$ cat config.mk
export PLATFORM = sky130hd
export DESIGN_NAME = alu_share_sched
export DESIGN_NICKNAME = d
export VERILOG_FILES = /design/src/rtl/alu_pkg.sv /design/src/rtl/rr_arb2.sv /design/src/rtl/alu_share_sched.sv
export SDC_FILE = /design/constraint.sdc
export NUM_CORES = 1
export LEC_CHECK = 0
export BUFFER_PORTS_ARGS = -buffer_cell sky130_fd_sc_hd__buf_2
export CAP_MARGIN = 20
export CORE_ASPECT_RATIO = 1.75
export CORE_MARGIN = 2
export CORE_UTILIZATION = 40
export DETAILED_ROUTE_END_ITERATION = 8
export GPL_TIMING_DRIVEN = 0
export PLACE_DENSITY = 0.72
export SYNTH_ARGS = -nofsm -noshare
export SYNTH_HDL_FRONTEND = slang
export SYNTH_SLANG_ARGS = --single-unit
$ cat constraint.sdc
create_clock -name clk -period 3.87 [get_ports clk]
set_input_delay 0.1935 -clock clk [delete_from_list [all_inputs] [get_ports clk]]
set_output_delay 0.1935 -clock clk [all_outputs]
set_load 0.01 [all_outputs]
$ cat src/rtl/alu_pkg.sv
// Shared encodings for the shared-ALU scheduler: op codes and FSM states.
package alu_pkg;

  localparam logic [1:0] OP_ADD = 2'b00;
  localparam logic [1:0] OP_SUB = 2'b01;
  localparam logic [1:0] OP_MAX = 2'b10;
  localparam logic [1:0] OP_NOP = 2'b11;

  typedef enum logic [1:0] {
    S_IDLE = 2'b00,
    S_EXEC = 2'b01,
    S_RESP = 2'b10
  } state_t;

endpackage

$ cat src/rtl/rr_arb2.sv
// Two-input round-robin arbiter; the pointer names the requester that wins a tie.
module rr_arb2 (
  input  logic       clk,
  input  logic       rst_n,
  input  logic [1:0] req,
  input  logic       advance,
  output logic [1:0] gnt
);

  logic ptr;

  always_comb begin
    gnt = 2'b00;
    case (req)
      2'b01:   gnt = 2'b01;
      2'b10:   gnt = 2'b10;
      2'b11:   gnt = ptr ? 2'b10 : 2'b01;
      default: gnt = 2'b00;
    endcase
  end

  // After a grant, priority passes to the requester that was not served.
  always_ff @(posedge clk or negedge rst_n) begin
    if (!rst_n)
      ptr <= 1'b0;
    else if (advance && (gnt != 2'b00))
      ptr <= gnt[0];
  end

endmodule

$ cat src/rtl/alu_share_sched.sv
// One add/sub/max datapath shared by two requesters; one op in flight at a time,
// result returned on a valid/ready channel tagged with the requester id.
module alu_share_sched
  import alu_pkg::*;
#(
  parameter int WIDTH = 16
) (
  input  logic             clk,
  input  logic             rst_n,
  input  logic [1:0]       req_valid,
  output logic [1:0]       req_ready,
  input  logic [WIDTH-1:0] req_a0,
  input  logic [WIDTH-1:0] req_b0,
  input  logic [1:0]       req_op0,
  input  logic [WIDTH-1:0] req_a1,
  input  logic [WIDTH-1:0] req_b1,
  input  logic [1:0]       req_op1,
  output logic             resp_valid,
  input  logic             resp_ready,
  output logic [WIDTH-1:0] resp_data,
  output logic             resp_carry,
  output logic             resp_id
);

  state_t           state, state_nxt;
  logic [1:0]       gnt;
  logic [1:0]       ready_c;
  logic             advance;
  logic [WIDTH-1:0] a_q, b_q;
  logic [1:0]       op_q;
  logic             id_q;
  logic [WIDTH:0]   alu_res;

  rr_arb2 u_arb (
    .clk     (clk),
    .rst_n   (rst_n),
    .req     (req_valid),
    .advance (advance),
    .gnt     (gnt)
  );

  always_ff @(posedge clk or negedge rst_n) begin
    if (!rst_n)
      state <= S_IDLE;
    else
      state <= state_nxt;
  end

  always_comb begin
    state_nxt = state;
    ready_c   = 2'b00;
    advance   = 1'b0;
    case (state)
      S_IDLE: begin
        if (gnt != 2'b00) begin
          ready_c   = gnt;
          advance   = 1'b1;
          state_nxt = S_EXEC;
        end
      end
      S_EXEC: state_nxt = S_RESP;
      S_RESP: if (resp_ready) state_nxt = S_IDLE;
      default: state_nxt = S_IDLE;
    endcase
  end

  // Held low while reset is asserted even if a requester is presenting.
  assign req_ready  = rst_n ? ready_c : 2'b00;
  assign resp_valid = (state == S_RESP);

  always_ff @(posedge clk or negedge rst_n) begin
    if (!rst_n) begin
      a_q  <= '0;
      b_q  <= '0;
      op_q <= OP_NOP;
      id_q <= 1'b0;
    end else if (advance) begin
      a_q  <= gnt[1] ? req_a1  : req_a0;
      b_q  <= gnt[1] ? req_b1  : req_b0;
      op_q <= gnt[1] ? req_op1 : req_op0;
      id_q <= gnt[1];
    end
  end

  // Computed at WIDTH+1 bits so the top bit is carry for add and borrow for sub.
  always_comb begin
    alu_res = '0;
    case (op_q)
      OP_ADD:  alu_res = {1'b0, a_q} + {1'b0, b_q};
      OP_SUB:  alu_res = {1'b0, a_q} - {1'b0, b_q};
      OP_MAX:  alu_res = {1'b0, (a_q >= b_q) ? a_q : b_q};
      default: alu_res = '0;
    endcase
  end

  always_ff @(posedge clk or negedge rst_n) begin
    if (!rst_n) begin
      resp_data  <= '0;
      resp_carry <= 1'b0;
      resp_id    <= 1'b0;
    end else if (state == S_EXEC) begin
      resp_data  <= alu_res[WIDTH-1:0];
      resp_carry <= alu_res[WIDTH];
      resp_id    <= id_q;
    end
  end

endmodule
Word-level counts from Yosys, hierarchy flattened
Index checks and enable logic that the tools add are counted.
W data, S select, Z words.

storage, ports and cells
  word-level logic and storage cells = 41
  output and inout bits = 21
  flip-flop bits (word level) = 56
  input bits = 73

operators by class
  add/subtract/negate cells = 2
  equality and inequality tests = 9
  order comparisons = 1
  muxes and demuxes = 15
  reduce and logical (&&, ||, !) cells = 5

operator list
  operator              number
  $pmux W17 S3          1
  $mux W16              3
  $add A16 B16 Y17      1
  $sub A16 B16 Y17      1
  $ge A16 B16 Y1        1
  $mux W2               7
  $pmux W2 S3           2
  $eq A2 B2 Y1 const B  4
  $eq A2 B1 Y1 const B  3
  $logic_not A2 Y1      2
  $mux W1               2
  $ne A2 B1 Y1 const B  1
  $ne A2 B2 Y1 const B  1
  $reduce_and A2 Y1     1
  $reduce_bool A2 Y1    1
  $logic_and A1 B1 Y1   1

Depth between registers and ports, before layout
Gate-level depths: netlist of run 1.

  depth after elaboration = 6
  mapped depth = 12
  gate-level depth less buffers = 12

Hierarchy
A second synthesis of run 1 with hierarchy kept.

second synthesis, totals
  cells, all modules = 500
  area total of the unflattened synthesis = 4345.4 µm²

modules (own cells, without submodules)
  module           area each (µm²)  seq. area each (µm²)  cells an instance  instances
  alu_share_sched  4290.4           1378.8                494                1
  rr_arb2          55.1             25.0                  6                  1

Worst setup path after synthesis of run 1
Ideal clock, no wire load.

  path type = reg2reg
  start point = register a_q[7]
  end point = register resp_data[13]
  arrival time = 2561 ps
  setup slack = 1174 ps
  buffers on the path = 2
  data required time = 3735 ps
  cell stages (with the launch flop) = 12
  cell sequence = dfrtp_1 -> ha_1 -> buf_6 -> a21o_1 -> a31o_1 -> o31ai_4 -> a21oi_1 -> a211o_1 -> buf_6 -> mux2_4 -> a22oi_1 -> o31ai_1

between the ends
  longest elaborated chain between the ends = 3

RTL lines
  what                      line                    RTL
  start: declaration        alu_share_sched.sv:29   logic [WIDTH-1:0] a_q, b_q;
  start signal: assignment  alu_share_sched.sv:78   a_q <= gnt[1] ? req_a1 : req_a0;
  $ge A16 B16 Y1            alu_share_sched.sv:91   OP_MAX: alu_res = {1'b0, (a_q >= b_q) ? a_q : b_q};
  $mux W16                  alu_share_sched.sv:91
  $pmux W17 S3 *            alu_share_sched.sv:88   case (op_q)
  end signal: assignment    alu_share_sched.sv:102  resp_data <= alu_res[WIDTH-1:0];
  end: declaration          alu_share_sched.sv:20   output logic [WIDTH-1:0] resp_data,

Every way passes the cells marked *; elsewhere a longest branch is shown, timed or not.
A chain may end at the register's enable or synchronous reset.

Worst setup path after layout of run 1
  start point = register a_q[8]
  end point = register resp_data[11]

Same word-level chain as after synthesis.

==> results of run 1 <==
## how the worst max path moves through the flow
stage | from | to | slack (ns) | cells after the start
floorplan | a_q[7] | resp_data[13] | 1.17 | 11
global placement | a_q[8] | resp_data[11] | 0.64 | 9
detailed placement | a_q[8] | resp_data[11] | 0.68 | 9
CTS | a_q[8] | resp_data[11] | 0.65 | 9
global route | a_q[8] | resp_data[11] | 0.42 | 9
finish | a_q[8] | resp_data[11] | 0.66 | 9
## sequential cells by signal, summed over array words and instances (netlist names)
signal and flops:
resp_data 16, state 2, b_q 16, id_q 1
resp_carry 1, op_q 2, u_arb.ptr 1, resp_id 1
a_q 16
## placed cells by master, fill, tap and decap left out, types with 7 or more instances in the layout
master    instances
buf_2            94
dfrtp_1          54
o21ai_0          16
nand3_1           9
clkbuf_1         25
nand2b_1          7
mux2i_1          44
a21o_1            7
nor2_1           58
nor3_1           14
a31oi_1          10
a21oi_1          59
inv_1            37
xnor2_1          12
ha_1             32
nand2_1          27
o21ai_1          10
nor2b_1           8
## report_power, final
group,switching [uW],internal (uW)
Clock,213,240
Sequential,277,881
Combinational,2380,1560
## area by class of cell
| type | count | share of cell area, % |
|---|---|---|
| Clock buffer | 6 | 2.52 |
| Clock inverter | 2 | 0.245 |
| Tap cell | 130 | 3.19 |
| Timing Repair Buffer | 94 | 9.61 |
| Multi-Input combinational cell | 383 | 51.6 |
| Sequential cell | 56 | 27.5 |
| Buffer | 31 | 2.62 |
| Inverter | 37 | 2.72 |
## cell families after synthesis
kind of cell | count (synthesis)
flops | 56
fa+ha+maj | 34
mux | 47
simple gates | 137
xor+xnor | 13
compound gates | 152
buf+inv | 68
## metrics by stage
stage                     hold WS, ns  total power, uW  instances  cell area, um2
after floorplan                -0.102             3970        507            4310
after detailed placement        0.256             5090        730            4950
after global placement          0.386             5030        729            4930
final                          0.0918             5550        739            5110
after CTS                      0.0938             5560        739            5110
after global routing           0.0918             6060        739            5110
## worst reg2reg max path: cells and delay by family, from the launching register on
family                     cells  cell delay (ns)
DFF                            1             0.43
buffers and inverters          1             0.21
AOI/OAI and AO/OA              4             1.50
adders and majority gates      1             0.30
and+or+nand+nor                3             0.67
## timing repair
item	4_1_cts	5_1_grt
resized for setup	0	0
hold endpoints to repair	26	0
hold buffers	1	0
setup buffers	0	0
## routing by layer
layer / vias up / share of wire, %
li1: 2011 / -
met1: 1947 / 38
met2: 79 / 56
met3: 17 / 2.9
met4: 0 / 2.7
met5: - / 0
==> results.toml, run 1 <==
[clock_tree]
clock-sinks = 56
clockBufferDepth = 2
cts_tree = "built"
cts_max_level = 2
path_clk_slew_ns = 0.07
numCtsBuffers = 5
cts-root-buf = "clkbuf_16"
clk_latency_ns = 0.30

[global_route]
grt_pass1_wl_mm = 20.7
antenna_found_initial = 0
grtUsageMet1_pct = 25.7
grt_busiest_layer = "met2"
grt_pass1_vias = 4100
overflow = 0
track_usage_pct = 23.3
grt_max_degree = 31
grt_use_met3_pct = 2.04
use_met2_pct = 44.6

[critical_path]
worstPathRequired_ns = 4.05
worstSetupStartpointType = "flip-flop"
cp_num_buf_inv = 1
regToRegStartpoint = "a_q[8]"
critical_path.cell_chain = "ha_1 -> clkbuf_1 -> or3_1 -> a2111oi_0 -> nor2_1 -> a211oi_1 -> nor4_1 -> o311ai_1 -> o21ai_1"
critical_path.top_delay_family = "compound AO/OA/AOI/OAI gates"
crit_slowest_cell = "a2111oi_0"
cp-end-kind = "flip-flop"
r2r_cells = 9
slowest_delay_ns = 0.70
crit_fanout = 10
worstPathArrival_ns = 3.39
r2r_end = "resp_data[11]"
rrSetupSlack_ns = 0.66
critPathKind = "flip-flop to flip-flop"

[worst_hold_path]
min_path_type = "primary input to flip-flop"
min_to = "state[1]"
hold_path.startpoint = "resp_ready"
holdPathStages = 2

[synthesis]
synth_ff_type = "dfrtp_1"
synth_xor_area_share_pct = 2.64
synthTopCellsByCount = "59 x a21oi_1, 58 x nor2_1, 54 x dfrtp_1"
async_flop_share_pct = 100
yosysSeqAreaShare_pct = 32.6
synthMuxAreaShare_pct = 11.1
synth_seq_cells = 56
synth-compound-area-share_pct = 22.7
synth_edf_count = 0
post-synth-top-area-cell = "dfrtp_1"
synthAdderAreaFrac_pct = 10.2
syn_inst = 507
yosys_warnings = 0
yosysMostFrequentCell = "a21oi_1"
yosysTopAreaCellShare_pct = 31.3
synth-simple-area-share_pct = 14.5
syn-cell-area_um2 = 4310
avgSynthCellArea_um2 = 8.50
syn_nets = 614
ys_top_cells_by_area = "dfrtp_1 31%, mux2i_1 10%, ha_1 9.3%"
ys_types = 58
synth_top_family_by_area = "compound AO/OA/AOI/OAI gates"

[sta]
finalSetupTns_ns = 0
worstMarginPinSlew_ns = 0.851
hold_viol_final = 0
setup_ws_ns = 0.656
min_period_over_period_pct = 83.0
period_needed_ns = 3.21
setup_viol = 0
rsz0062_at_grt = "no"
skew_ns = 0.00551
relSlewSlack_pct = 41.8
drv_slew = 0
max_freq_mhz = 311

[floorplanning]
core-area_um2 = 10600
start_util_pct = 40.8
fp.dieW_um = 82.5
core.rowCount = 50
dieArea_um2 = 11700
io_pins = 94
die_h_um = 141

[finish]
final_util_pct = 48.3
register_area_um2 = 1400
area_growth_pct = 18.4
drive_gt1_share_pct = 18.1
n_antenna_cell = 0
nFillCells = 1084
multi_input_area_um2 = 2640
fin_nets = 715

[place]
io_buffers = 92
dp_slack_ns = 0.677
place_congestion = 0.938
place_hpwl_mm = 10.7

[power_and_ir_drop]
pwr_density_cell_nw_per_um2 = 1090
peakVddDrop_mv = 0.452
power.leakage_uw = 0.00247

[detailed_routing]
wire_per_inst_um = 17.5
wl_mm = 13.0
first_pass_iters = 4
drcViolationCount = 0
drt.antenna.violating_nets = 0
viasPerCell = 5.49
drtIter0Drc = 155
num_vias = 4054

[flow_run]
max_cap_viol_count = 0

[outcome]
outcome = "finished clean"
Note: power is estimated with default switching activity, not from simulation.
==> inputs of run 2 (changes only) <==
--- a/config.mk
+++ b/config.mk
@@ -12,7 +12,7 @@
 export CORE_UTILIZATION = 40
 export DETAILED_ROUTE_END_ITERATION = 8
 export GPL_TIMING_DRIVEN = 0
-export PLACE_DENSITY = 0.72
+export PLACE_DENSITY = 0.74
 export SYNTH_ARGS = -nofsm -noshare
 export SYNTH_HDL_FRONTEND = slang
 export SYNTH_SLANG_ARGS = --single-unit
==> constraint.sdc (replaced) <==
create_clock -name clk -period 2.7 [get_ports clk]
set_input_delay 0.135 -clock clk [delete_from_list [all_inputs] [get_ports clk]]
set_output_delay 0.135 -clock clk [all_outputs]
set_load 0.01 [all_outputs]
==> run 2 against run 1 <==
The run now ends with setup timing left; final area increased by 12%; critical path depth increased by 4; clock-buffer cell count increased by 2; fmax increased by 15%; first-iteration DRC count increased by 90%; global-route usage increased by 1.7 points; clock skew decreased by 0.0014 ns; final cell count increased by 4.3%; core utilization increased by 6.0 points; die area unchanged; hold slack got worse by 0.073 ns.
==> results.toml, run 2 (synthesis gave the netlist of run 1 again) <==
[critical_path]
cp_common_cell = "buf_12"
worstSetupStartpointType = "flip-flop"
worstPathArrival_ns = 3.02
critPathKind = "flip-flop to flip-flop"
crit_fanout = 8
crit_slowest_cell = "dfrtp_1"
slowest_delay_ns = 0.39
worstPathRequired_ns = 2.92
critical_path.cell_chain = "inv_2 -> ha_4 -> buf_6 -> a21o_1 -> a31o_1 -> o31ai_4 -> a21oi_4 -> a211o_4 -> buf_12 -> buf_12 -> mux2i_4 -> o22a_1 -> o21ai_1"
cp-end-kind = "flip-flop"
rrSetupSlack_ns = -0.09

[worst_hold_path]
min_path_type = "primary input to flip-flop"

[place]
place_hpwl_mm = 10.8
dp_cells = 730
dp_slack_ns = -0.605
io_buffers = 92
place_congestion = 0.930

[sta]
min_period_over_period_pct = 103
rsz0062_at_grt = "yes"
skew_ns = 0.00409
period_needed_ns = 2.79
max_freq_mhz = 358
relSlewSlack_pct = 45.6
setup_viol = 11
setup_ws_ns = -0.0919
drv_slew = 0
hold_viol_final = 0
worstMarginPinSlew_ns = 0.816

[finish]
top_regs = "a_q x16, b_q x16, resp_data x16"
drive_gt1_share_pct = 30.0
n_antenna_cell = 0
finalNonFillerCells = 771
fin_nets = 747
final_common_cell = "buf_2"
area_growth_pct = 33.1
final_util_pct = 54.3
final_cell_mix = "93 x buf_2, 58 x nor2_1, 54 x a21oi_1"
nFillCells = 983

[global_route]
grt_pass1_wl_mm = 22.3
grt_max_degree = 31
antenna_found_initial = 0
track_usage_pct = 25.1
grt_pass1_vias = 4407
overflow = 0

[detailed_routing]
wl_mm = 14.3
wire_per_inst_um = 18.5
drt.antenna.violating_nets = 0
drcViolationCount = 0
num_vias = 4302
viasPerCell = 5.58
first_pass_iters = 5
drtIter0Drc = 294

[floorplanning]
dieArea_um2 = 11700
core-area_um2 = 10600
fp.dieW_um = 82.5
io_pins = 94
start_util_pct = 40.8
die_h_um = 141
core.rowCount = 50

[clock_tree]
clk_latency_ns = 0.30
cts-root-buf = "clkbuf_16"
clockBufferDepth = 2
clock-sinks = 56
cts_max_level = 2
cts_tree = "built"
numCtsBuffers = 5
path_clk_slew_ns = 0.07

[flow_run]
max_cap_viol_count = 0

[outcome]
violations = "setup timing"
outcome = "finished, violations left"
-- run 2: metal layers --
metal	GRT usage (%)	share of wire [%]	wire length, um
met5	0	0	0
met1	27.4	38	5360
met2	46.9	55	7810
met3	2.10	3.1	441
met4	11.2	4.6	656
-- run 2: critical path, delay by kind of cell (launching register included) --
family | cells | cell delay (ns)
AO/OA/AOI/OAI | 7 | 1.43
adder cells (fa/ha/maj) | 1 | 0.20
buffers and inverters | 4 | 0.50
flip-flops | 1 | 0.39
multiplexers | 1 | 0.18
-- run 2: metrics by stage --
stage / hold slack, ns / setup TNS [ns] / area, um2
after floorplan: -0.161 / 0 / 4310
after global placement: 0.331 / -5.09 / 4930
after detailed placement: 0.202 / -5.61 / 4950
after CTS: 0.0179 / 0 / 5570
after global routing: 0.0420 / -1.60 / 5740
final: 0.0187 / -0.533 / 5740
-- run 2: final cells by class --
type	count	area, um2	area share (%)
Tap cell	130	163	2.83
Sequential cell	56	1410	24.5
Inverter	37	139	2.42
Multi-Input combinational cell	383	2930	51.1
Timing Repair Buffer	128	776	13.5
Buffer	29	165	2.88
Clock buffer	8	156	2.72
-- run 2: path summary, 6_finish.rpt --
check	startpoint	depth (start not counted)	endpoint
setup / recovery	b_q[7]	13	resp_data[3]
hold / removal	resp_ready	2	state[1]
setup reg to reg	b_q[7]	13	resp_data[3]
hold reg to reg	resp_data[8]	2	resp_data[8]
max in group asynchronous	rst_n	3	op_q[0]
min in group asynchronous	rst_n	2	a_q[14]
-- run 2: timing repair --
| action | CTS | global route |
|---|---|---|
| pin swaps | 17 | 15 |
| setup buffers | 27 | 6 |
| resized for setup | 48 | 26 |
| endpoints found under the setup margin | 16 | 16 |
| gates cloned | 1 | 0 |
| endpoints found under the hold margin | 26 | 0 |
| hold buffers | 1 | 0 |
Power of run 2 is not shown: default switching activity piles up to over one toggle a cycle in this logic, so the estimate is an artifact.
==> inputs of run 3 (changes only) <==
--- a/config.mk
+++ b/config.mk
@@ -11,8 +11,7 @@
 export CORE_MARGIN = 2
 export CORE_UTILIZATION = 40
 export DETAILED_ROUTE_END_ITERATION = 8
-export GPL_TIMING_DRIVEN = 0
-export PLACE_DENSITY = 0.74
+export PLACE_DENSITY = 0.72
 export SYNTH_ARGS = -nofsm -noshare
 export SYNTH_HDL_FRONTEND = slang
 export SYNTH_SLANG_ARGS = --single-unit
==> constraint.sdc (replaced) <==
create_clock -name clk -period 3.3 [get_ports clk]
set_input_delay 0.165 -clock clk [delete_from_list [all_inputs] [get_ports clk]]
set_output_delay 0.165 -clock clk [all_outputs]
set_load 0.01 [all_outputs]
==> run 3 against run 2 <==
The run now ends clean; flip-flop and latch count unchanged; core utilization decreased by 5.4 points; die area unchanged; routed wire length fell by 16%; setup slack better by 0.36 ns; non-clock buffer count down 43; register-to-register slack improved by 0.36 ns; highest routed layer unchanged.
==> results.toml, run 3 (synthesis gave the netlist of run 1 again) <==
[global_route]
antenna_found_initial = 0
grt_pass1_wl_mm = 19.7
overflow = 0
track_usage_pct = 21.6
grt_max_degree = 70
grt_pass1_vias = 4040

[clock_tree]
clock-sinks = 56
cts_tree = "built"
post-cts-setup-buffers = 0
numCtsBuffers = 5
path_clk_slew_ns = 0.08
cts_max_level = 2
cts-root-buf = "clkbuf_16"
clockBufferDepth = 2
clk_latency_ns = 0.30

[sta]
worstMarginPinSlew_ns = 0.626
skew_ns = 0.00996
setup_viol = 0
finalSetupTns_ns = 0
max_freq_mhz = 330
drv_slew = 0
min_period_over_period_pct = 91.8
rsz0062_at_grt = "no"
hold_viol_final = 0
relSlewSlack_pct = 58.3
period_needed_ns = 3.03

[detailed_routing]
viasPerCell = 5.51
wl_mm = 12.0
first_pass_iters = 4
drtIter0Drc = 184
drcViolationCount = 0
wire_per_inst_um = 16.4
drt.antenna.violating_nets = 0
num_vias = 4010

[finish]
drive_gt1_share_pct = 21.9
n_antenna_cell = 0
area_growth_pct = 19.9
design_area_um2 = 5170
final_util_pct = 48.9
final_cell_mix = "93 x buf_2, 59 x a21oi_1, 58 x nor2_1"
fin_nets = 704
final_common_cell = "buf_2"
nFillCells = 1064
top_regs = "a_q x16, b_q x16, resp_data x16"

[worst_hold_path]
holdPathStages = 2
min_to = "state[1]"
hold_path.startpoint = "resp_ready"
min_path_type = "primary input to flip-flop"

[critical_path]
critical_path.top_delay_family = "compound AO/OA/AOI/OAI gates"
cp-end-kind = "flip-flop"
worstPathArrival_ns = 3.22
r2r_end = "resp_data[7]"
crit_fanout = 12
r2r_cells = 11
cp_num_buf_inv = 2
slowest_delay_ns = 0.47
crit_slowest_cell = "a211o_1"
worstSetupStartpointType = "flip-flop"
rrSetupSlack_ns = 0.27
critPathKind = "flip-flop to flip-flop"
critical_path.cell_chain = "inv_1 -> ha_1 -> a21oi_1 -> a31oi_1 -> a2111oi_2 -> a21oi_1 -> a211o_1 -> buf_12 -> nand2_1 -> o21ai_1 -> a221o_1"
regToRegStartpoint = "b_q[11]"
worstPathRequired_ns = 3.49
cp_common_cell = "a21oi_1"

[outcome]
outcome = "finished clean"

[place]
place_hpwl_mm = 9.44
dpl_cell_area_um2 = 4970
io_buffers = 93
place_congestion = 0.968

[power_and_ir_drop]
share_comb_of_total_power_pct = 70.4
seq_power_share_pct = 20.1
power.leakage_uw = 0.00254
peakVddDrop_mv = 0.414
p_sw_uw = 3290
pwr-share-clk_pct = 9.5
fin_total_pwr_uw = 6650
p_int_uw = 3360
swShare_pct = 49.5
pwr_density_cell_nw_per_um2 = 1290

[floorplanning]
dieArea_um2 = 11700
start_util_pct = 40.8
io_pins = 94
core-area_um2 = 10600
core.rowCount = 50
die_h_um = 141
fp.dieW_um = 82.5

[flow_run]
max_cap_viol_count = 0
## run 3: worst max-delay path by stage
stage          startpoint             to  slack [ns]  depth (start not counted)
2_1_floorplan      a_q[7]  resp_data[13]        0.60                         11
3_3_place_gp       a_q[7]   resp_data[9]       -0.01                         10
3_5_place_dp       a_q[7]  resp_data[11]       -0.03                         10
4_1_cts            a_q[7]  resp_data[11]        0.13                         10
5_1_grt           b_q[11]   resp_data[7]        0.10                         11
6_report          b_q[11]   resp_data[7]        0.27                         11
## run 3: area by class of cell
| type | instances | area (um2) | area share (%) |
|---|---|---|---|
| tap | 130 | 163 | 3.15 |
| inverter | 37 | 139 | 2.69 |
| sequential | 56 | 1400 | 27.1 |
| clock inverter | 2 | 38.8 | 0.750 |
| timing repair buffer | 114 | 638 | 12.3 |
| multi-input combinational | 383 | 2650 | 51.2 |
| clock buffer | 6 | 139 | 2.69 |
## run 3: routing by layer
layer  track usage (%)  share of wire, %  up-vias
met5                 0                 0        -
met3              2.16               2.7       21
met4              9.04               3.1        0
met1              25.8                40     1917
li1                  -                 -     1993
met2              38.2                54       79
## run 3: power groups by stage
stage | Clock, uW | Sequential, uW | Combinational [uW]
floorplan | 0 | 1320 | 3340
global placement | 0 | 1340 | 4480
detailed placement | 0 | 1360 | 4570
CTS | 643 | 1340 | 4610
global route | 671 | 1390 | 5150
finish | 632 | 1340 | 4680
## run 3: metrics by stage
step                      cells  setup WS, ns  hold WS, ns
after floorplan             507         0.604       -0.131
final                       728         0.272       0.0381
after detailed placement    719       -0.0344        0.149
after CTS                   728         0.134       0.0389
after global placement      719      -0.00976        0.143
after global routing        728         0.102       0.0634
## run 3: timing repair
action                                 CTS  global route
hold buffers                             1             0
endpoints found under the hold margin   14             0
setup endpoints to repair                2             2
gates resized for setup                  1             2
